===== src/rtl/id_scan_pkg.sv =====
// Shared types and constants for the two-channel identifier scanner.
// Contains the recognizer state encoding, the ASCII class ranges and the class helpers.
package id_scan_pkg;

  typedef enum logic [1:0] {
    S_IDLE  = 2'd0,
    S_ALPHA = 2'd1,
    S_MATCH = 2'd3
  } state_t;

  localparam logic [7:0] CH_DIGIT_LO = 8'h30;
  localparam logic [7:0] CH_DIGIT_HI = 8'h39;
  localparam logic [7:0] CH_UPPER_LO = 8'h41;
  localparam logic [7:0] CH_UPPER_HI = 8'h5A;
  localparam logic [7:0] CH_LOWER_LO = 8'h61;
  localparam logic [7:0] CH_LOWER_HI = 8'h7A;

  function automatic logic is_letter(input logic [7:0] c);
    return ((c >= CH_UPPER_LO) && (c <= CH_UPPER_HI)) ||
           ((c >= CH_LOWER_LO) && (c <= CH_LOWER_HI));
  endfunction

  function automatic logic is_digit(input logic [7:0] c);
    return (c >= CH_DIGIT_LO) && (c <= CH_DIGIT_HI);
  endfunction

endpackage


===== src/rtl/id_step.sv =====
// Combinational identifier recognizer step: (state, char) -> (next state, hit).
// Encoding 2 of the state falls through to the idle behaviour.
module id_step
  import id_scan_pkg::*;
(
  input  state_t     i_cur_state,
  input  logic [7:0] i_char,
  output state_t     o_next_state,
  output logic       o_hit
);

  always_comb begin
    o_next_state = S_IDLE;
    o_hit        = 1'b0;
    if (is_letter(i_char)) begin
      o_next_state = S_ALPHA;
    end else if (is_digit(i_char) &&
                 ((i_cur_state == S_ALPHA) || (i_cur_state == S_MATCH))) begin
      o_next_state = S_MATCH;
      o_hit        = 1'b1;
    end
  end

endmodule


===== src/rtl/id_scan_arbiter.sv =====
// Two-channel identifier scanner sharing one id_step datapath through a per-character grant.
// Define ID_SCAN_FIXED_PRIO_EN for fixed channel-0 priority instead of round-robin.
//
// Handshake: reqN_ready is a combinational grant; a character is consumed on the rising
// edge where reqN_valid && reqN_ready. A character presented with its clear is not consumed.
module id_scan_arbiter
  import id_scan_pkg::*;
#(
  parameter int CNT_W = 8
) (
  input  logic             clk,
  input  logic             reset,
  input  logic             req0_valid,
  input  logic [7:0]       req0_char,
  output logic             req0_ready,
  input  logic             req1_valid,
  input  logic [7:0]       req1_char,
  output logic             req1_ready,
  input  logic             clr0,
  input  logic             clr1,
  output logic             hit_valid,
  output logic             hit_chan,
  output logic [CNT_W-1:0] cnt0,
  output logic [CNT_W-1:0] cnt1,
  output logic [1:0]       o_dbg_ctx0,
  output logic [1:0]       o_dbg_ctx1
);

  localparam logic [CNT_W-1:0] CNT_MAX = {CNT_W{1'b1}};

  state_t           r_ctx0, r_ctx1, w_ctx0_nxt, w_ctx1_nxt;
  logic [CNT_W-1:0] r_cnt0, r_cnt1, w_cnt0_nxt, w_cnt1_nxt;
  logic             r_hit_valid, r_hit_chan;
  logic             w_elig0, w_elig1, w_grant0, w_grant1, w_any_grant;
  state_t           w_cur_state, w_step_next;
  logic [7:0]       w_char;
  logic             w_step_hit;

  assign w_elig0 = req0_valid & ~clr0;
  assign w_elig1 = req1_valid & ~clr1;

`ifdef ID_SCAN_FIXED_PRIO_EN
  assign w_grant0 = w_elig0;
  assign w_grant1 = w_elig1 & ~w_elig0;
`else
  logic r_last_grant;

  // On contention the channel that did not win last time gets the grant.
  assign w_grant0 = w_elig0 & (~w_elig1 | r_last_grant);
  assign w_grant1 = w_elig1 & (~w_elig0 | ~r_last_grant);

  always_ff @(posedge clk or posedge reset) begin
    if (reset) begin
      r_last_grant <= 1'b1;
    end else if (w_any_grant) begin
      r_last_grant <= w_grant1;
    end
  end
`endif

  assign w_any_grant = w_grant0 | w_grant1;
  assign req0_ready  = w_grant0;
  assign req1_ready  = w_grant1;

  // Single shared recognizer, fed by whichever channel holds the grant.
  assign w_cur_state = w_grant1 ? r_ctx1 : r_ctx0;
  assign w_char      = w_grant1 ? req1_char : req0_char;

  id_step u_step (
    .i_cur_state  (w_cur_state),
    .i_char       (w_char),
    .o_next_state (w_step_next),
    .o_hit        (w_step_hit)
  );

  always_comb begin
    w_ctx0_nxt = r_ctx0;
    w_ctx1_nxt = r_ctx1;
    w_cnt0_nxt = r_cnt0;
    w_cnt1_nxt = r_cnt1;
    if (clr0) begin
      w_ctx0_nxt = S_IDLE;
      w_cnt0_nxt = '0;
    end else if (w_grant0) begin
      w_ctx0_nxt = w_step_next;
      if (w_step_hit && (r_cnt0 != CNT_MAX)) w_cnt0_nxt = r_cnt0 + CNT_W'(1);
    end
    if (clr1) begin
      w_ctx1_nxt = S_IDLE;
      w_cnt1_nxt = '0;
    end else if (w_grant1) begin
      w_ctx1_nxt = w_step_next;
      if (w_step_hit && (r_cnt1 != CNT_MAX)) w_cnt1_nxt = r_cnt1 + CNT_W'(1);
    end
  end

  always_ff @(posedge clk or posedge reset) begin
    if (reset) begin
      r_ctx0      <= S_IDLE;
      r_ctx1      <= S_IDLE;
      r_cnt0      <= '0;
      r_cnt1      <= '0;
      r_hit_valid <= 1'b0;
      r_hit_chan  <= 1'b0;
    end else begin
      r_ctx0      <= w_ctx0_nxt;
      r_ctx1      <= w_ctx1_nxt;
      r_cnt0      <= w_cnt0_nxt;
      r_cnt1      <= w_cnt1_nxt;
      r_hit_valid <= w_any_grant & w_step_hit;
      if (w_any_grant) r_hit_chan <= w_grant1;
    end
  end

  assign hit_valid  = r_hit_valid;
  assign hit_chan   = r_hit_chan;
  assign cnt0       = r_cnt0;
  assign cnt1       = r_cnt1;
  assign o_dbg_ctx0 = r_ctx0;
  assign o_dbg_ctx1 = r_ctx1;

endmodule


===== config.mk =====
export PLATFORM = sky130hd
export DESIGN_NAME = id_scan_arbiter
export DESIGN_NICKNAME = d
export VERILOG_FILES = /design/src/rtl/id_scan_pkg.sv /design/src/rtl/id_step.sv /design/src/rtl/id_scan_arbiter.sv
export SDC_FILE = /design/constraint.sdc
export NUM_CORES = 1
export LEC_CHECK = 0
export ABC_CLOCK_PERIOD_IN_PS = 3600
export CAP_MARGIN = 20
export CORE_MARGIN = 8
export CORE_UTILIZATION = 35
export DETAILED_ROUTE_END_ITERATION = 16
export PLACE_DENSITY = 0.71
export SYNTH_ARGS = -nofsm -noshare
export SYNTH_HDL_FRONTEND = slang
export SYNTH_SLANG_ARGS = --single-unit

===== constraint.sdc =====
create_clock -name clk -period 3.6 [get_ports clk]
set_input_delay 0.36 -clock clk [delete_from_list [all_inputs] [get_ports clk]]
set_output_delay 0.36 -clock clk [all_outputs]
set_load 0.03 [all_outputs]

==> impl_results.md, run 1 <==
* RSZ-0062 raised after global routing: no
* Critical path arrival at 2.39 ns
* Worst EP required at 3.24 ns
* Vias at 1191
* Post-route minimum period at 2.755 ns
* Syn Inst Count at 144
* Antenna-violating nets left at 0
* I/O pin count at 46
* Drt drc at 0
* Fin crit share at 76.52%
* Gr ovfl total at 0
* Die Width at 78.08 um
* End-of-flow core utilization at 51.15%
* #FFs+latches synth at 23
* Wire per inst at 13.77 um
* Routed WL at 3.277 mm
* Max-slew violations at 0
* Hold slack final at 0.4816 ns
* Hold Path Class: reg -> reg
* Leakage at 0.7496 nW
* CTS tree: yes
* Largest net degree at the start of global routing at 24
* Longest Clk Path Bufs at 2
* Critical R2R Launch: cnt0[0]
* Mapped cell area at 0.001349 mm^2
* Power Total at 0.5043 mW
* CP Capture Type: output pin
* Worst slack, placed at 0.8779 ns
* Clk root buf: clkbuf_8
* Via-per-instance ratio at 5.004
* Setup_tns at 0 ns
* Final WS setup at 0.8452 ns
* Die area at 0.006096 mm^2
* Cts bufs inserted at 3
* DR pass1 iterations at 4
* Crit path kind: in -> out
* Slew headroom at 43.54%
* Initial Util at 36.57%
* CP startpoint: clr1
* Syn Nets at 168
* Worst VDD drop at 146.8 uV
* Outcome: finished, final reports clean
* Setup Viol. Count Final at 0
* Worst-Margin Slew at 0.8460 ns
* Number of hold buffers added after cts at 0
* Startpoint Class: input pin
* Yosys synthesis warning count at 0
* Synth unique cells at 37
* Fin. Hold Viols at 0
* CTS sink count at 23
* DRT iter0 DRCs at 33
* Post-CTS Resized at 0
* Max_cap viols at 0
* Fin nets at 215
* Synth Area per Inst at 9.367 um^2
* Initial antenna violation count at 0
* Vias in the first global route at 1232
* Die Y at 78.08 um
* All-Layer GR Usage at 11.19%
* Power Density at 267.3 mW/mm^2
* Std-Cell Core Area at 0.003689 mm^2
* Sequential share of the synthesized area at 42.76%
* Input/output buffers at 45
* Final clock skew at 0.006164 ns
* DP Wirelength at 2.632 mm
* Synth-to-layout area growth at 39.89%
* Layout cells sized above 1 at 9.474%
* Diode count at 0
* Placement Rows at 22
* CP max FO at 11
* Clock slew at reported path FFs at 0.08 ns
* Clk_lat worst skew at 0.26 ns
* First-pass GRT wire length at 5.761 mm
* Hold path start: r_last_grant
* Setup Fix Bufs, Post-CTS at 0
* H-tree levels at 1
* Max Freq at 363.0 MHz
* GP Congestion at 0.7637
==> worst max-delay path, stage by stage <==
cell,delay (ns)
clkdlybuf4s50_1,0.61
nand2b_1,0.28
a21o_1,0.32
inv_2,0.14
clkdlybuf4s50_1,0.69
==> layout by cell type, fill, tap and decap left out, types with 2 or more instances in the layout <==
master            n
ha_1              2
clkbuf_8          3
nand2b_1          7
a21o_1            2
clkdlybuf4s50_1  45
or4_1             2
xnor2_1           7
nor2_1           19
nor4_2            5
nor2b_1           4
nor3_1            4
dfrtp_1          22
inv_1             5
nand4_1           2
nand3b_1          3
mux2i_1           5
nor3_2            2
nand3_1           8
or2_1             2
nand2_1          14
a21oi_1           6
o31ai_1           2
o21ai_1           3
o21ai_0           2
==> where the power goes <==
part | total, mW | internal (mW) | leakage, nW | switching (mW)
sequential | 0.268 | 0.264 | 0.314 | 0.00362
clock | 0.160 | 0.0773 | 0.0255 | 0.0829
combinational | 0.0764 | 0.0372 | 0.410 | 0.0392
==> routing by layer <==
layer | vias to the layer above | part of all wire (%) | track usage, %
li1 | 599 | - | -
met2 | 32 | 44 | 16.40
met4 | 0 | 1.7 | 5.000
met5 | - | 0 | 0
met1 | 556 | 47 | 14.70
met3 | 4 | 7.5 | 3.531
==> registers in the layout (all words and copies together), names as in the netlist <==
| name | flops |
|---|---|
| cnt0 | 8 |
| cnt1 | 8 |
| hit_chan | 1 |
| hit_valid | 1 |
| o_dbg_ctx0 | 2 |
| o_dbg_ctx1 | 2 |
| r_last_grant | 1 |
==> synthesized netlist by cell type, drive strengths merged <==
master,number,area [um^2]
and3,1,6.260
or4,2,15.01
o21ai,6,33.78
nand4,3,25.02
o31ai,2,15.01
nor3,7,56.31
nand3b,3,22.52
a31o,1,8.760
ha,2,25.02
nor4,6,68.82
xnor2,7,61.31
clkbuf,2,7.510
nor3b,1,12.51
buf,1,11.26
and4bb,1,12.51
dfrtp,22,550.5
nand2b,7,43.79
dfstp,1,26.28
or2,2,12.51
a21o,2,15.01
nand3,9,50.05
nand2,14,52.55
nor2b,4,25.02
mux2i,5,50.05
nor2,19,71.32
a311oi,1,8.760
a211o,1,8.760
inv,6,22.52
a21oi,6,30.03
==> path summary, 6_finish.rpt <==
| check | endpoint | slack [ns] | depth (start not counted) |
|---|---|---|---|
| max in group asynchronous | cnt1[0] | 2.51 | 2 |
| hold reg to reg | r_last_grant | 0.48 | 2 |
| min in group asynchronous | o_dbg_ctx0[1] | 0.57 | 2 |
| setup reg to reg | cnt0[5] | 1.93 | 6 |
| hold / removal | r_last_grant | 0.48 | 2 |
| setup / recovery | req1_ready | 0.85 | 5 |
==> stage by stage <==
| step | cell area, um^2 | std cells |
|---|---|---|
| global placement | 1841 | 234 |
| global route | 1887 | 238 |
| finish | 1887 | 238 |
| floorplan | 1349 | 144 |
| detailed placement | 1841 | 234 |
| CTS | 1887 | 238 |
==> logic make-up (layout without fill, tap and decap cells) <==
| group | Yosys count | count (layout) | share of synthesized area [%] |
|---|---|---|---|
| buf+inv | 9 | 55 | 3.061 |
| mux | 5 | 5 | 3.711 |
| xor+xnor | 7 | 7 | 4.546 |
| compound gates | 19 | 19 | 8.905 |
| fa+ha+maj | 2 | 2 | 1.855 |
| simple gates | 79 | 79 | 35.16 |
| flops | 23 | 23 | 42.76 |
==> area by class of cell <==
type | count | area [um^2]
repair buffers | 45 | 450.4
clock buffers | 3 | 41.29
inverters | 6 | 22.52
multi-input cells | 112 | 730.7
fillers | 367 | 1802
well taps | 48 | 60.06
flip-flops and latches | 23 | 576.8
clock inverters | 1 | 5.005
No activity file was read; power rests on OpenSTA's default activity.
==> run 2, diff against run 1 <==
Settings changed: ABC_CLOCK_PERIOD_IN_PS 3600 to 2420, PLACE_DENSITY 0.71 to 0.74.
Clock period 3.6 ns to 2.42 ns, I/O delays scaled along.
==> impl_results.md, run 2 (synthesis results as in run 1) <==
* Outcome: finished, final reports clean
* CP max FO at 2 (-9)
* GP Congestion at 0.7190 (-5.9%)
* Final WS setup at 0.3791 ns (-0.4661 ns)
* Drt drc at 0 (unchanged)
* Layout cells sized above 1 at 11.86% (+2.4 points)
* CP max stage cell: clkdlybuf4s50_1
* Critical path arrival at 1.80 ns (-0.59 ns)
* Crit path max-delay family: buffers and inverters
* Routed WL at 3.190 mm (-2.7%)
* Gr ovfl total at 0 (unchanged)
* Crit-path cells: clkdlybuf4s50_1 > nor2b_1 > o21ai_2 > inv_1 > clkdlybuf4s50_1
* Longest Clk Path Bufs at 2 (unchanged)
* Leakage at 0.7700 nW (+2.7%)
* Fin crit share at 84.34%
* Slew headroom at 72.63% (+29 points)
* Max_cap viols at 0 (unchanged)
* Crit path kind: in -> out
* Internal Dissipation at 0.5671 mW (+50%)
* Worst slack, placed at 0.3991 ns (-0.4788 ns)
* Setup Fix Bufs, Post-CTS at 0 (unchanged)
* Max Freq at 490.0 MHz
* CTS sink count at 23 (unchanged)
* Die area at 0.006096 mm^2 (unchanged)
* Fin nets at 219 (+1.9%)
* Std-Cell Core Area at 0.003689 mm^2 (unchanged)
* Die Y at 78.08 um (unchanged)
* Cts bufs inserted at 3 (unchanged)
* DP Wirelength at 2.530 mm (-3.9%)
* DR pass1 iterations at 4 (unchanged)
* Crit-path max cell delay at 0.66 ns (-0.03 ns)
* Critical path depth in cells at 5 (unchanged)
* I/O pin count at 46 (unchanged)
* Power Density at 395.6 mW/mm^2 (+48%)
* Max-slew violations at 0 (unchanged)
* Initial Util at 36.57% (unchanged)
* Clk root buf: clkbuf_8
* Final clock skew at 0.006634 ns (+0.0004697 ns)
* DRT iter0 DRCs at 56 (+70%)
* Worst path bufs/invs at 3 (unchanged)
* Setup Viol. Count Final at 0 (unchanged)
* Hold Path Class: in -> async
* Setup_tns at 0 ns (unchanged)
* FF-to-FF path depth at 6 (unchanged)
* Vias in the first global route at 1177 (-4.5%)
* Sw Share at 25.12% (+0.19 points)
* Placement Rows at 22 (unchanged)
* CP Capture Type: output pin
* Switching Power at 0.1903 mW (+51%)
* Logic pwr share at 15.7% (+0.6 points)
* RSZ-0062 raised after global routing: no
* Via-per-instance ratio at 4.888 (-2.3%)
* Startpoint Class: input pin
* Post-route minimum period at 2.041 ns
* Wire per inst at 13.18 um (-4.3%)
* Vias at 1183 (-0.67%)
* First-pass GRT wire length at 5.395 mm (-6.4%)
* Worst VDD drop at 245.1 uV (+67%)
* Commonest non-fill, non-tap cell in the layout: clkdlybuf4s50_1
* H-tree levels at 1 (unchanged)
* Clock slew at reported path FFs at 0.09 ns (about the same)
* Die Width at 78.08 um (unchanged)
* Largest net degree at the start of global routing at 24 (unchanged)
* Sequential share of power at 52.6% (-0.5 points)
* Clk_lat worst skew at 0.27 ns (about the same)
* Fin. Hold Viols at 0 (unchanged)
* Diode count at 0 (unchanged)
* Post-CTS Resized at 0 (unchanged)
* Antenna-violating nets left at 0 (unchanged)
* All-Layer GR Usage at 10.45% (-0.75 points)
* Clock Power Share at 31.7% (about the same)
* Input/output buffers at 45 (unchanged)
* End-of-flow core utilization at 51.90% (+0.75 points)
* Initial antenna violation count at 0 (unchanged)
* Worst EP required at 2.18 ns (-1.06 ns)
* Most frequent cells in the layout: clkdlybuf4s50_1 (44), dfrtp_1 (22), nor2_1 (19), nand2_1 (14), nand3_1 (8)
* Number of hold buffers added after cts at 0 (unchanged)
* CTS tree: yes
* Synth-to-layout area growth at 41.93%
* Most frequent CP cell: clkdlybuf4s50_1
* Worst-Margin Slew at 0.4071 ns (-0.4388 ns)
[run 2: cell count changes in the layout (fill, tap and decap cells not counted)]
| cell | before | now |
|---|---|---|
| buf_4 | 0 | 5 |
| clkdlybuf4s50_1 | 45 | 44 |
[run 2: tightest hold or removal path, delay by kind of cell]
| family | cells | cell delay [ns] |
|---|---|---|
| buffers and inverters | 3 | 0.73 |
[run 2: power by group through the flow]
stage	sequential [mW]	combinational, mW	clock, mW
after global placement	0.405	0.119	0
after CTS	0.398	0.120	0.243
after global routing	0.399	0.130	0.264
final	0.398	0.119	0.240
after floorplan	0.415	0.0448	0
after detailed placement	0.406	0.120	0
[run 2: final timing paths]
check	startpoint	endpoint	slack, ns
setup / recovery	req0_valid	req0_ready	0.38
hold / removal	reset	hit_valid	0.32
setup reg to reg	cnt1[0]	cnt1[6]	0.75
hold reg to reg	r_last_grant	r_last_grant	0.48
max in group asynchronous	reset	r_last_grant	1.82
min in group clk	r_last_grant	r_last_grant	0.48
[run 2: through the flow]
stage | hold WS (ns) | power, mW | cells | instance area [um^2]
after detailed placement | 0.4691 | 0.5257 | 238 | 1868
final | 0.3165 | 0.7573 | 242 | 1914
after floorplan | 0.2432 | 0.4599 | 144 | 1349
after global placement | 0.4674 | 0.5248 | 238 | 1868
after global routing | 0.3717 | 0.7937 | 242 | 1914
after CTS | 0.3324 | 0.7615 | 242 | 1914
[run 2: routing by layer]
metal / track usage, % / part of all wire, % / routed length, um / vias to the layer above
met2: 15.99 / 43 / 1360 / 39
met5: 0 / 0 / 0 / -
met3: 3.303 / 7.8 / 248 / 5
met1: 13.22 / 48 / 1526 / 532
met4: 4.444 / 1.7 / 53 / 0
li1: - / - / - / 607
[run 2: cell type report]
cell class / count / area, um^2
well taps: 48 / 60.06
inverters: 6 / 22.52
flip-flops and latches: 23 / 576.8
clock inverters: 1 / 5.005
clock buffers: 3 / 41.29
repair buffers: 49 / 478.0
multi-input cells: 112 / 730.7
fillers: 351 / 1774
